<file path="src/rtl/serial_subtractor_if.sv">
// rtl/serial_subtractor_if.sv - start/busy/done operand and result bundle for serial_subtractor
interface serial_subtractor_if #(
    parameter int WIDTH = 8
);
    logic             start;
    logic [WIDTH-1:0] a;
    logic [WIDTH-1:0] b;
    logic             borrow_in;
    logic             busy;
    logic             done;
    logic [WIDTH-1:0] diff;
    logic             borrow_out;

    modport master (
        output start, a, b, borrow_in,
        input  busy, done, diff, borrow_out
    );

    modport slave (
        input  start, a, b, borrow_in,
        output busy, done, diff, borrow_out
    );
endinterface

</file>
<file path="src/rtl/serial_subtractor.sv">
// rtl/serial_subtractor.sv - bit-serial a - b - borrow_in, LSB first, one full-subtractor cell
module serial_subtractor #(
    parameter int WIDTH = 8
) (
    input  logic              clk,
    input  logic              rst,
    serial_subtractor_if.slave bus
);
    localparam int CW = (WIDTH > 1) ? $clog2(WIDTH) : 1;
    localparam logic [CW-1:0] LAST = CW'(WIDTH - 1);

    typedef enum logic [1:0] {
        IDLE  = 2'd0,
        SHIFT = 2'd1,
        DONE  = 2'd2
    } state_t;

    state_t           state, state_next;
    logic             accept;
    logic [WIDTH-1:0] a_sr, b_sr, diff_r;
    logic [CW-1:0]    cnt;
    logic             bw, borrow_out_r;
    logic             x, y, d, bw_next;

    always_comb begin
        state_next = state;
        accept     = 1'b0;
        case (state)
            IDLE: begin
                if (bus.start) begin
                    accept     = 1'b1;
                    state_next = SHIFT;
                end
            end
            SHIFT: begin
                if (cnt == LAST) state_next = DONE;
            end
            DONE: begin
                // start seen in DONE is accepted immediately for back-to-back ops
                if (bus.start) begin
                    accept     = 1'b1;
                    state_next = SHIFT;
                end else begin
                    state_next = IDLE;
                end
            end
            default: state_next = IDLE;
        endcase
    end

    always_comb begin
        x       = a_sr[0];
        y       = b_sr[0];
        d       = x ^ y ^ bw;
        bw_next = (~x & y) | (~(x ^ y) & bw);
    end

    always_ff @(posedge clk) begin
        if (rst) begin
            state        <= IDLE;
            a_sr         <= '0;
            b_sr         <= '0;
            diff_r       <= '0;
            bw           <= 1'b0;
            cnt          <= '0;
            borrow_out_r <= 1'b0;
        end else begin
            state <= state_next;
            if (accept) begin
                a_sr <= bus.a;
                b_sr <= bus.b;
                bw   <= bus.borrow_in;
                cnt  <= '0;
            end else if (state == SHIFT) begin
                a_sr   <= a_sr >> 1;
                b_sr   <= b_sr >> 1;
                diff_r <= (diff_r >> 1) | (WIDTH'(d) << (WIDTH - 1));
                bw     <= bw_next;
                cnt    <= cnt + CW'(1);
                // published on the last bit so it is valid during the done cycle
                if (cnt == LAST) borrow_out_r <= bw_next;
            end
        end
    end

    assign bus.busy       = (state == SHIFT);
    assign bus.done       = (state == DONE);
    assign bus.diff       = diff_r;
    assign bus.borrow_out = borrow_out_r;
endmodule

</file>
<file path="src/flat_wrapper.sv">
// flat-port wrapper written by rule: the top's interface ports become plain ports
module serial_subtractor_flat 
#(
    parameter int WIDTH = 8
)
  (clk, rst, bus_start, bus_a, bus_b, bus_borrow_in, bus_busy, bus_done, bus_diff, bus_borrow_out);
  serial_subtractor_if #(.WIDTH(WIDTH)) bus_i ();
  input  logic clk;
  input  logic rst;
  input wire logic [$bits(bus_i.start)-1:0] bus_start;
  input wire logic [$bits(bus_i.a)-1:0] bus_a;
  input wire logic [$bits(bus_i.b)-1:0] bus_b;
  input wire logic [$bits(bus_i.borrow_in)-1:0] bus_borrow_in;
  output wire logic [$bits(bus_i.busy)-1:0] bus_busy;
  output wire logic [$bits(bus_i.done)-1:0] bus_done;
  output wire logic [$bits(bus_i.diff)-1:0] bus_diff;
  output wire logic [$bits(bus_i.borrow_out)-1:0] bus_borrow_out;
  assign bus_i.start = bus_start;
  assign bus_i.a = bus_a;
  assign bus_i.b = bus_b;
  assign bus_i.borrow_in = bus_borrow_in;
  assign bus_busy = bus_i.busy;
  assign bus_done = bus_i.done;
  assign bus_diff = bus_i.diff;
  assign bus_borrow_out = bus_i.borrow_out;
  serial_subtractor #(.WIDTH(WIDTH)) u_core (.clk(clk), .rst(rst), .bus(bus_i));
endmodule
</file>
<file path="config.mk">
export PLATFORM = sky130hd
export DESIGN_NAME = serial_subtractor_flat
export DESIGN_NICKNAME = d
export VERILOG_FILES = /design/src/rtl/serial_subtractor_if.sv /design/src/rtl/serial_subtractor.sv /design/src/flat_wrapper.sv
export SDC_FILE = /design/constraint.sdc
export NUM_CORES = 1
export LEC_CHECK = 0
export BUFFER_PORTS_ARGS = -buffer_cell sky130_fd_sc_hd__buf_4
export CAP_MARGIN = 20
export CORE_UTILIZATION = 30
export CTS_CLUSTER_SIZE = 14
export DETAILED_ROUTE_END_ITERATION = 10
export GPL_TIMING_DRIVEN = 0
export PLACE_DENSITY = 0.58
export SYNTH_ARGS = -nofsm -noshare
export SYNTH_HDL_FRONTEND = slang
export SYNTH_SLANG_ARGS = --single-unit
</file>
<file path="constraint.sdc">
create_clock -name clk -period 3.1 [get_ports clk]
set_input_delay 0.775 -clock clk [delete_from_list [all_inputs] [get_ports clk]]
set_output_delay 0.775 -clock clk [all_outputs]
set_load 0.005 [all_outputs]
</file>
==> flow_summary.yaml, run 1 <==
setup_path:
  cp.arrival_ps: 1360
  ff2ff_setup_slack_ps: 1810
  r2r-end: "u_core.a_sr[0]"
  path_common_cell: "buf_6"
  path_class: "reg2out"
  r2r_start: "u_core.state[1]"
  worstPathCellList: "nand2b_1, buf_6, clkinv_2, buf_6, buf_6, buf_4"
  path_max_fanout: 10
  slowest_delay_ps: 310
  critPathTopFamily: "buffers and inverters"
  crit_end: "bus_busy"
  critPathSlowestCell: "dfxtp_1"
  required_ps: 2320
  startpoint_type: "flip-flop"
  reg2reg_depth: 6
  cp.depth: 6
  crit_path_end_kind: "output port"
  crit_start: "u_core.state[1]"
  path_buf_inv: 5
placed_design:
  port_buffers: 30
  hpwl_mm: 2.32
  place_ws_ps: 1260
  gp_congestion: 0.719
  dpl-instance-area_um2: 1630
detailed_routing:
  final_antenna_net_count: 0
  avgRoutedWirePerCell_um: 13.5
  vias: 1154
  avgViaCountPerCell: 4.97
  firstDrtPassIters: 4
  drtIter0Drc: 40
  drc: 0
  wl_mm: 3.12
run:
  maxCapViolCount: 0
power_and_ir_drop:
  p_per_area_nw_per_um2: 532
  static-leakage-power_nw: 0.685
  max-vdd-ir-drop_v: 0.000339
finish:
  final_cell_mix: "dfxtp_1, buf_4, nand2_1"
  syn_to_final_growth_pct: 28.9
  finalNetCount: 204
  antenna-diode-count: 0
  nFillCells: 434
  final_common_cell: "dfxtp_1"
  drive_gt1_share_pct: 36.8
  fin_util_pct: 41.8
  fin_area_um2: 1730
hold_path:
  hp-class: "reg2reg"
die:
  die_area_um2: 4750
  rows: 23
  design.core.area_um2: 4140
  ios: 31
  die_y_um: 68.9
  start_util_pct: 32.4
  die_width_um: 68.9
timing:
  fin_crit_sh_pct: 69.0
  fmax_mhz: 467
  rsz0062_at_grt: "false"
  tightest_slew_ps: 591
  final.setup.worst_slack_ps: 961
  maxSlewHeadroom_pct: 60.6
  clock_skew_ps: 2.68
  min_period_ps: 2140
  setup_violations: 0
  report.final.slew_viol_count: 0
  finalSetupTns_ps: 0
  finalHoldViolCount: 0
clock_network:
  postCtsSetupRepairBufs: 0
  clockBufferDepth: 2
  clockRootBuffer: "clkbuf_8"
  hold_buffers: 0
  path_clk_slew_ps: 60
  clkSinkCount: 31
  htree_num_levels: 2
  numCtsBuffers: 5
  cts_tree: "yes"
  clk_latency_ps: 280
  cts.repair.resized: 0
synthesis:
  ys_seq_area_share_pct: 46.2
  synthesis.area_um2: 1340
  syn_nets: 167
  synth_cells: 144
  syn_avg_cell_area_um2: 9.32
  synth_seq_cells: 31
  yosys_warnings: 0
  synth_cell_types: 26
run_status:
  status: "completed"
grt:
  grt_max_degree: 11
  grt_pass1_wl_mm: 5.27
  grt.total_usage_pct: 15.4
  grt_pass1_vias: 1151
  grt_overflow: 0
  grt_antenna_before_repair: 0
[worst register-to-register path: cells and delay by family, from the launching register on]
kind,cells,cell delay [ps]
buffers and inverters,3,420
DFF,1,310
and+or+nand+nor,3,420
[flip-flops by register name, indices dropped and copies added (netlist names)]
signal                 count
u_core.a_sr                8
u_core.b_sr                8
u_core.bus.borrow_out      1
u_core.bus.diff            8
u_core.bw                  1
u_core.cnt                 3
u_core.state               2
[layout make-up]
| cell class | instances | area (um2) | share of cell area [%] |
|---|---|---|---|
| Buffer | 13 | 80.1 | 4.63 |
| Tap cell | 50 | 62.6 | 3.62 |
| Sequential cell | 31 | 621 | 35.9 |
| Multi-Input combinational cell | 97 | 629 | 36.4 |
| Inverter | 3 | 12.5 | 0.723 |
| Clock buffer | 8 | 100 | 5.78 |
| Timing Repair Buffer | 30 | 225 | 13.0 |
[logic make-up (layout without fill, tap and decap cells)]
| logic type | count (synthesis) | count (layout) | share of synthesized area (%) |
|---|---|---|---|
| fa+ha+maj | 3 | 3 | 3.35 |
| compound gates | 28 | 28 | 18.3 |
| xor+xnor | 1 | 1 | 0.652 |
| mux | 4 | 4 | 2.98 |
| simple gates | 61 | 61 | 21.6 |
| flops | 31 | 31 | 46.2 |
| buf+inv | 16 | 54 | 6.90 |
[stage by stage]
step / hold WS (ps) / total power, W / cells
floorplan: 448 / 0.000538 / 144
global placement: 449 / 0.000582 / 224
detailed placement: 464 / 0.000588 / 224
CTS: 472 / 0.000928 / 232
global route: 492 / 0.000964 / 232
finish: 468 / 0.000920 / 232
[cell usage after synthesis (all sizes together)]
library cell | instances | share of area, %
dfxtp | 31 | 46
nand2 | 27 | 8.1
nor3 | 21 | 8.9
a21oi | 11 | 6.1
buf | 11 | 5.4
o22ai | 8 | 3.7
nor2 | 7 | 2.0
a311oi | 6 | 6.7
mux2i | 4 | 3.0
clkbuf | 2 | 0.56
ha | 2 | 1.9
inv | 2 | 0.56
nand2b | 2 | 0.93
nand3 | 2 | 0.75
nor2b | 2 | 0.93
a22oi | 1 | 0.56
a2bb2oi | 1 | 0.65
clkinv | 1 | 0.37
fa | 1 | 1.5
o21a | 1 | 0.56
xnor2 | 1 | 0.65
[power breakdown]
group | switching [W] | internal, W | leakage [nW] | total, W
logic | 0.0000767 | 0.0000654 | 0.380 | 0.000142
registers | 0.0000142 | 0.000423 | 0.254 | 0.000437
clock network | 0.000138 | 0.000202 | 0.0515 | 0.000340
[worst min-delay path by stage]
stage	start	end	slack [ps]	depth (start not counted)
after detailed placement	u_core.bw	u_core.bw	460	2
after floorplan	u_core.b_sr[0]	u_core.b_sr[0]	450	2
after global routing	u_core.bus.diff[0]	u_core.bus.diff[0]	490	2
after global placement	u_core.bus.diff[0]	u_core.bus.diff[0]	450	2
after CTS	u_core.bw	u_core.bw	470	2
final	u_core.bus.diff[0]	u_core.bus.diff[0]	470	2
[routing by layer]
layer | routed length, um | vias to the layer above | global-route usage [%]
met3 | 178 | 5 | 4.44
met5 | 0 | - | 0
met1 | 1460 | 549 | 19.8
met2 | 1460 | 29 | 24.5
met4 | 24 | 0 | 5.36
li1 | - | 571 | -
(Power assumes the default switching activity.)
==> inputs of run 2 (changes only) <==
Settings changed: PLACE_DENSITY 0.58 to 0.59.
Clock period 3.1 ns to 1.7 ns, I/O delays scaled along.
==> flow_summary.yaml, run 2 (same netlist as run 1, synthesis figures left out) <==
run_status:
  status: "completed"
detailed_routing:
  avgRoutedWirePerCell_um: 13.5
  drc: 0
  final_antenna_net_count: 0
  avgViaCountPerCell: 4.96
  wl_mm: 3.13
  vias: 1150
  firstDrtPassIters: 4
  drtIter0Drc: 57
die:
  start_util_pct: 32.4
  die_y_um: 68.9
  die_area_um2: 4750
  design.core.area_um2: 4140
  die_width_um: 68.9
  rows: 23
  ios: 31
timing:
  rsz0062_at_grt: "false"
  tightest_slew_ps: 629
  fmax_mhz: 622
  finalSetupTns_ps: 0
  finalHoldViolCount: 0
  min_period_ps: 1610
  clock_skew_ps: 9.11
  fin_hold_ws_ps: 320
  maxSlewHeadroom_pct: 58.1
  fin_crit_sh_pct: 94.6
  setup_violations: 0
  report.final.slew_viol_count: 0
grt:
  grt_overflow: 0
  grt_pass1_vias: 1110
  grt.total_usage_pct: 15.0
  grt_max_degree: 20
  grt_pass1_wl_mm: 5.04
  grt_antenna_before_repair: 0
power_and_ir_drop:
  p_per_area_nw_per_um2: 1030
  static-leakage-power_nw: 0.696
  max-vdd-ir-drop_v: 0.000409
finish:
  syn_to_final_growth_pct: 30.7
  regArea_um2: 622
  antenna-diode-count: 0
  final_common_cell: "buf_4"
  multi_input_area_um2: 629
  nFillCells: 438
  finalNetCount: 204
  drive_gt1_share_pct: 37.9
  final_cell_mix: "buf_4, dfxtp_1, nand2_1"
setup_path:
  crit_path_end_kind: "output port"
  crit_end: "bus_busy"
  path_max_fanout: 19
  reg2reg_depth: 6
  startpoint_type: "flip-flop"
  critPathSlowestCell: "dfxtp_1"
  worstPathCellList: "nand2b_1, buf_6, clkinv_2, buf_12, buf_4"
  ff2ff_setup_slack_ps: 360
  slowest_delay_ps: 300
  cp.arrival_ps: 1180
  required_ps: 1270
  path_class: "reg2out"
  path_buf_inv: 4
  crit_start: "u_core.state[1]"
  cp.depth: 5
  r2r-end: "u_core.a_sr[4]"
  r2r_start: "u_core.state[1]"
  critPathTopFamily: "buffers and inverters"
clock_network:
  cts_tree: "yes"
  path_clk_slew_ps: 70
  clockRootBuffer: "clkbuf_8"
  clk_latency_ps: 290
  numCtsBuffers: 5
  hold_buffers: 0
  clkSinkCount: 31
  clockBufferDepth: 2
  htree_num_levels: 2
hold_path:
  hp-class: "in2reg"
placed_design:
  gp_congestion: 0.715
  hpwl_mm: 2.20
  port_buffers: 30
run:
  maxCapViolCount: 0
[run 2: cell count changes in the layout (fill, tap and decap cells not counted), sizes merged]
| cell | delta |
|---|---|
| clkinv | +1 |
| bufinv | +1 |
| clkbuf | -2 |
[run 2: report_power, final]
group | switching [W] | internal [W]
Clock | 0.000281 | 0.000474
Sequential | 0.0000255 | 0.000771
Combinational | 0.000139 | 0.000122
Total | 0.000445 | 0.00137
[run 2: worst register-to-register path, cell delays in order (launching register included)]
cell	delay (ps)
dfxtp_1	310
nand2b_1	110
buf_6	110
buf_4	160
buf_2	260
o22ai_1	120
nor3_1	200
[run 2: area by class of cell]
type | count | area share [%]
inverters | 3 | 0.713
clock buffers | 6 | 4.71
repair buffers | 31 | 13.3
well taps | 50 | 3.57
flip-flops and latches | 31 | 35.4
clock inverters | 2 | 2.00
multi-input cells | 97 | 35.9
plain buffers | 12 | 4.42
[run 2: timing repair]
item,CTS,global route
setup endpoints to repair,1,1
buffers inserted,1,0
gates resized for setup,1,2
[run 2: worst min-delay path by stage]
stage                  startpoint               endpoint  cells past startpoint
6_report                      rst  u_core.bus.borrow_out                      2
5_1_grt                       rst  u_core.bus.borrow_out                      2
4_1_cts                       rst  u_core.bus.borrow_out                      2
3_5_place_dp   u_core.bus.diff[0]     u_core.bus.diff[0]                      2
3_3_place_gp   u_core.bus.diff[0]     u_core.bus.diff[0]                      2
2_1_floorplan      u_core.b_sr[0]         u_core.b_sr[0]                      2
[run 2: through the flow]
step / area (um2) / std cells / setup slack, ps / power, W / utilization [%]
2_1_floorplan: 1340 / 144 / 419 / 0.000981 / -
3_3_place_gp: 1630 / 224 / 228 / 0.00106 / 39.3
3_5_place_dp: 1630 / 224 / 221 / 0.00107 / 39.3
4_1_cts: 1750 / 232 / 42.3 / 0.00182 / 42.1
5_1_grt: 1750 / 232 / 10.8 / 0.00189 / 42.3
6_report: 1750 / 232 / 91.8 / 0.00181 / 42.3
[run 2: metal layers]
layer	vias up	wire length, um	track usage (%)
met5	-	0	0
met4	0	44	6.63
met2	35	1450	23.4
met1	534	1410	18.6
met3	5	234	5.26
li1	576	-	-
==> inputs of run 3 (changes only) <==
Settings changed: CORE_UTILIZATION 30 to 42, PLACE_DENSITY 0.59 to 0.69.
==> flow_summary.yaml, run 3 (same netlist as run 1, synthesis figures left out) <==
finish:
  final_cell_mix: "buf_4, dfxtp_1, nand2_1"
  regArea_um2: 623
  nFillCells: 290
  final_common_cell: "buf_4"
  multi_input_area_um2: 629
  finalNetCount: 208
  syn_to_final_growth_pct: 28.8
  instances_no_fill: 230
  antenna-diode-count: 0
  drive_gt1_share_pct: 39.2
setup_path:
  startpoint_type: "flip-flop"
  path_class: "reg2out"
  required_ps: 1270
  path_max_fanout: 8
  crit_path_end_kind: "output port"
  cp.arrival_ps: 1180
timing:
  report.final.slew_viol_count: 0
  finalSetupTns_ps: 0
  finalHoldViolCount: 0
  min_period_ps: 1610
  setup_violations: 0
  fmax_mhz: 621
  tightest_slew_ps: 588
  clock_skew_ps: 4.00
  fin_crit_sh_pct: 94.7
  maxSlewHeadroom_pct: 60.8
  rsz0062_at_grt: "false"
die:
  rows: 20
  die_area_um2: 3430
  design.core.area_um2: 3050
  start_util_pct: 44.0
  die_y_um: 58.5
  die_width_um: 58.5
  ios: 31
power_and_ir_drop:
  clockPowerShare_pct: 31.2
  static-leakage-power_nw: 0.694
  p_comb_share_pct: 17.4
  p_switching_w: 0.000405
  p_per_area_nw_per_um2: 896
  p_int_w: 0.00114
  max-vdd-ir-drop_v: 0.000446
  swShare_pct: 26.2
  seq_power_share_pct: 51.4
hold_path:
  hp-class: "in2reg"
clock_network:
  clk_latency_ps: 330
  clockRootBuffer: "clkbuf_4"
  htree_num_levels: 2
  clockBufferDepth: 2
  numCtsBuffers: 5
  clkSinkCount: 31
  cts_tree: "yes"
  path_clk_slew_ps: 90
grt:
  grt_max_degree: 20
  grt_antenna_before_repair: 0
  grt_pass1_vias: 1122
  grt_overflow: 0
  grt_pass1_wl_mm: 5.00
  grt.total_usage_pct: 20.1
detailed_routing:
  firstDrtPassIters: 4
  avgRoutedWirePerCell_um: 12.9
  wl_mm: 2.96
  vias: 1170
  drc: 0
  final_antenna_net_count: 0
  avgViaCountPerCell: 5.09
  drtIter0Drc: 32
placed_design:
  hpwl_mm: 2.13
  dp.cells: 218
  port_buffers: 30
  gp_congestion: 0.725
run_status:
  status: "completed"
run:
  maxCapViolCount: 0
## run 3: changes by cell type in the layout (fill, tap and decap cells not counted), sizes merged
cell / delta
clkinv: -1
clkbuf: +2
buf: +4
bufinv: -1
## run 3: cell type report
class / instances / share of cell area, %
plain buffers: 12 / 4.49
clock buffers: 8 / 3.98
multi-input cells: 97 / 36.4
inverters: 3 / 0.724
repair buffers: 35 / 15.2
well taps: 44 / 3.18
flip-flops and latches: 31 / 36.0
## run 3: per-stage QoR
| stage | setup WS, ps | instance area [um2] | hold slack [ps] | power (W) | util, % |
|---|---|---|---|---|---|
| after detailed placement | 224 | 1620 | 461 | 0.00107 | 53.2 |
| after global placement | 235 | 1620 | 449 | 0.00106 | 53.2 |
| after CTS | 6.75 | 1690 | 266 | 0.00155 | 55.4 |
| final | 90.7 | 1730 | 285 | 0.00155 | 56.6 |
| after global routing | 3.61 | 1730 | 257 | 0.00164 | 56.6 |
| after floorplan | 419 | 1340 | 448 | 0.000981 | - |
## run 3: critical path, cell delays in order, from the launching register on
cell and delay (ps):
dfxtp_2 330, nand2b_1 110, buf_6 110, clkinv_2 60
buf_12 130, buf_4 120
## run 3: repair_timing
item | CTS | global route
hold buffers | 0 | 0
setup buffers | 1 | 4
endpoints found under the setup margin | 1 | 1
resized for setup | 1 | 3
## run 3: final timing paths
| check | start | end | slack [ps] | cells past startpoint |
|---|---|---|---|---|
| worst min-delay path | rst | u_core.bus.borrow_out | 280 | 2 |
| worst min register to register | u_core.bus.diff[0] | u_core.bus.diff[0] | 480 | 2 |
| worst max register to register | u_core.state[1] | u_core.b_sr[2] | 360 | 7 |
| worst max-delay path | u_core.state[1] | bus_busy | 90 | 5 |
## run 3: power groups by stage
stage               combinational [W]  sequential, W  clock, W
finish                       0.000269       0.000796  0.000484
global route                 0.000298       0.000802  0.000542
CTS                          0.000257       0.000796  0.000499
detailed placement           0.000256       0.000813         0
global placement             0.000246       0.000811         0
floorplan                    0.000174       0.000807         0
## run 3: routing by layer
metal / GRT usage, % / vias up / part of all wire [%]
met2: 33.2 / 28 / 51
met3: 6.59 / 5 / 4.0
met5: 0 / - / 0
li1: - / 583 / -
met4: 8.16 / 0 / 1.6
met1: 24.1 / 554 / 43
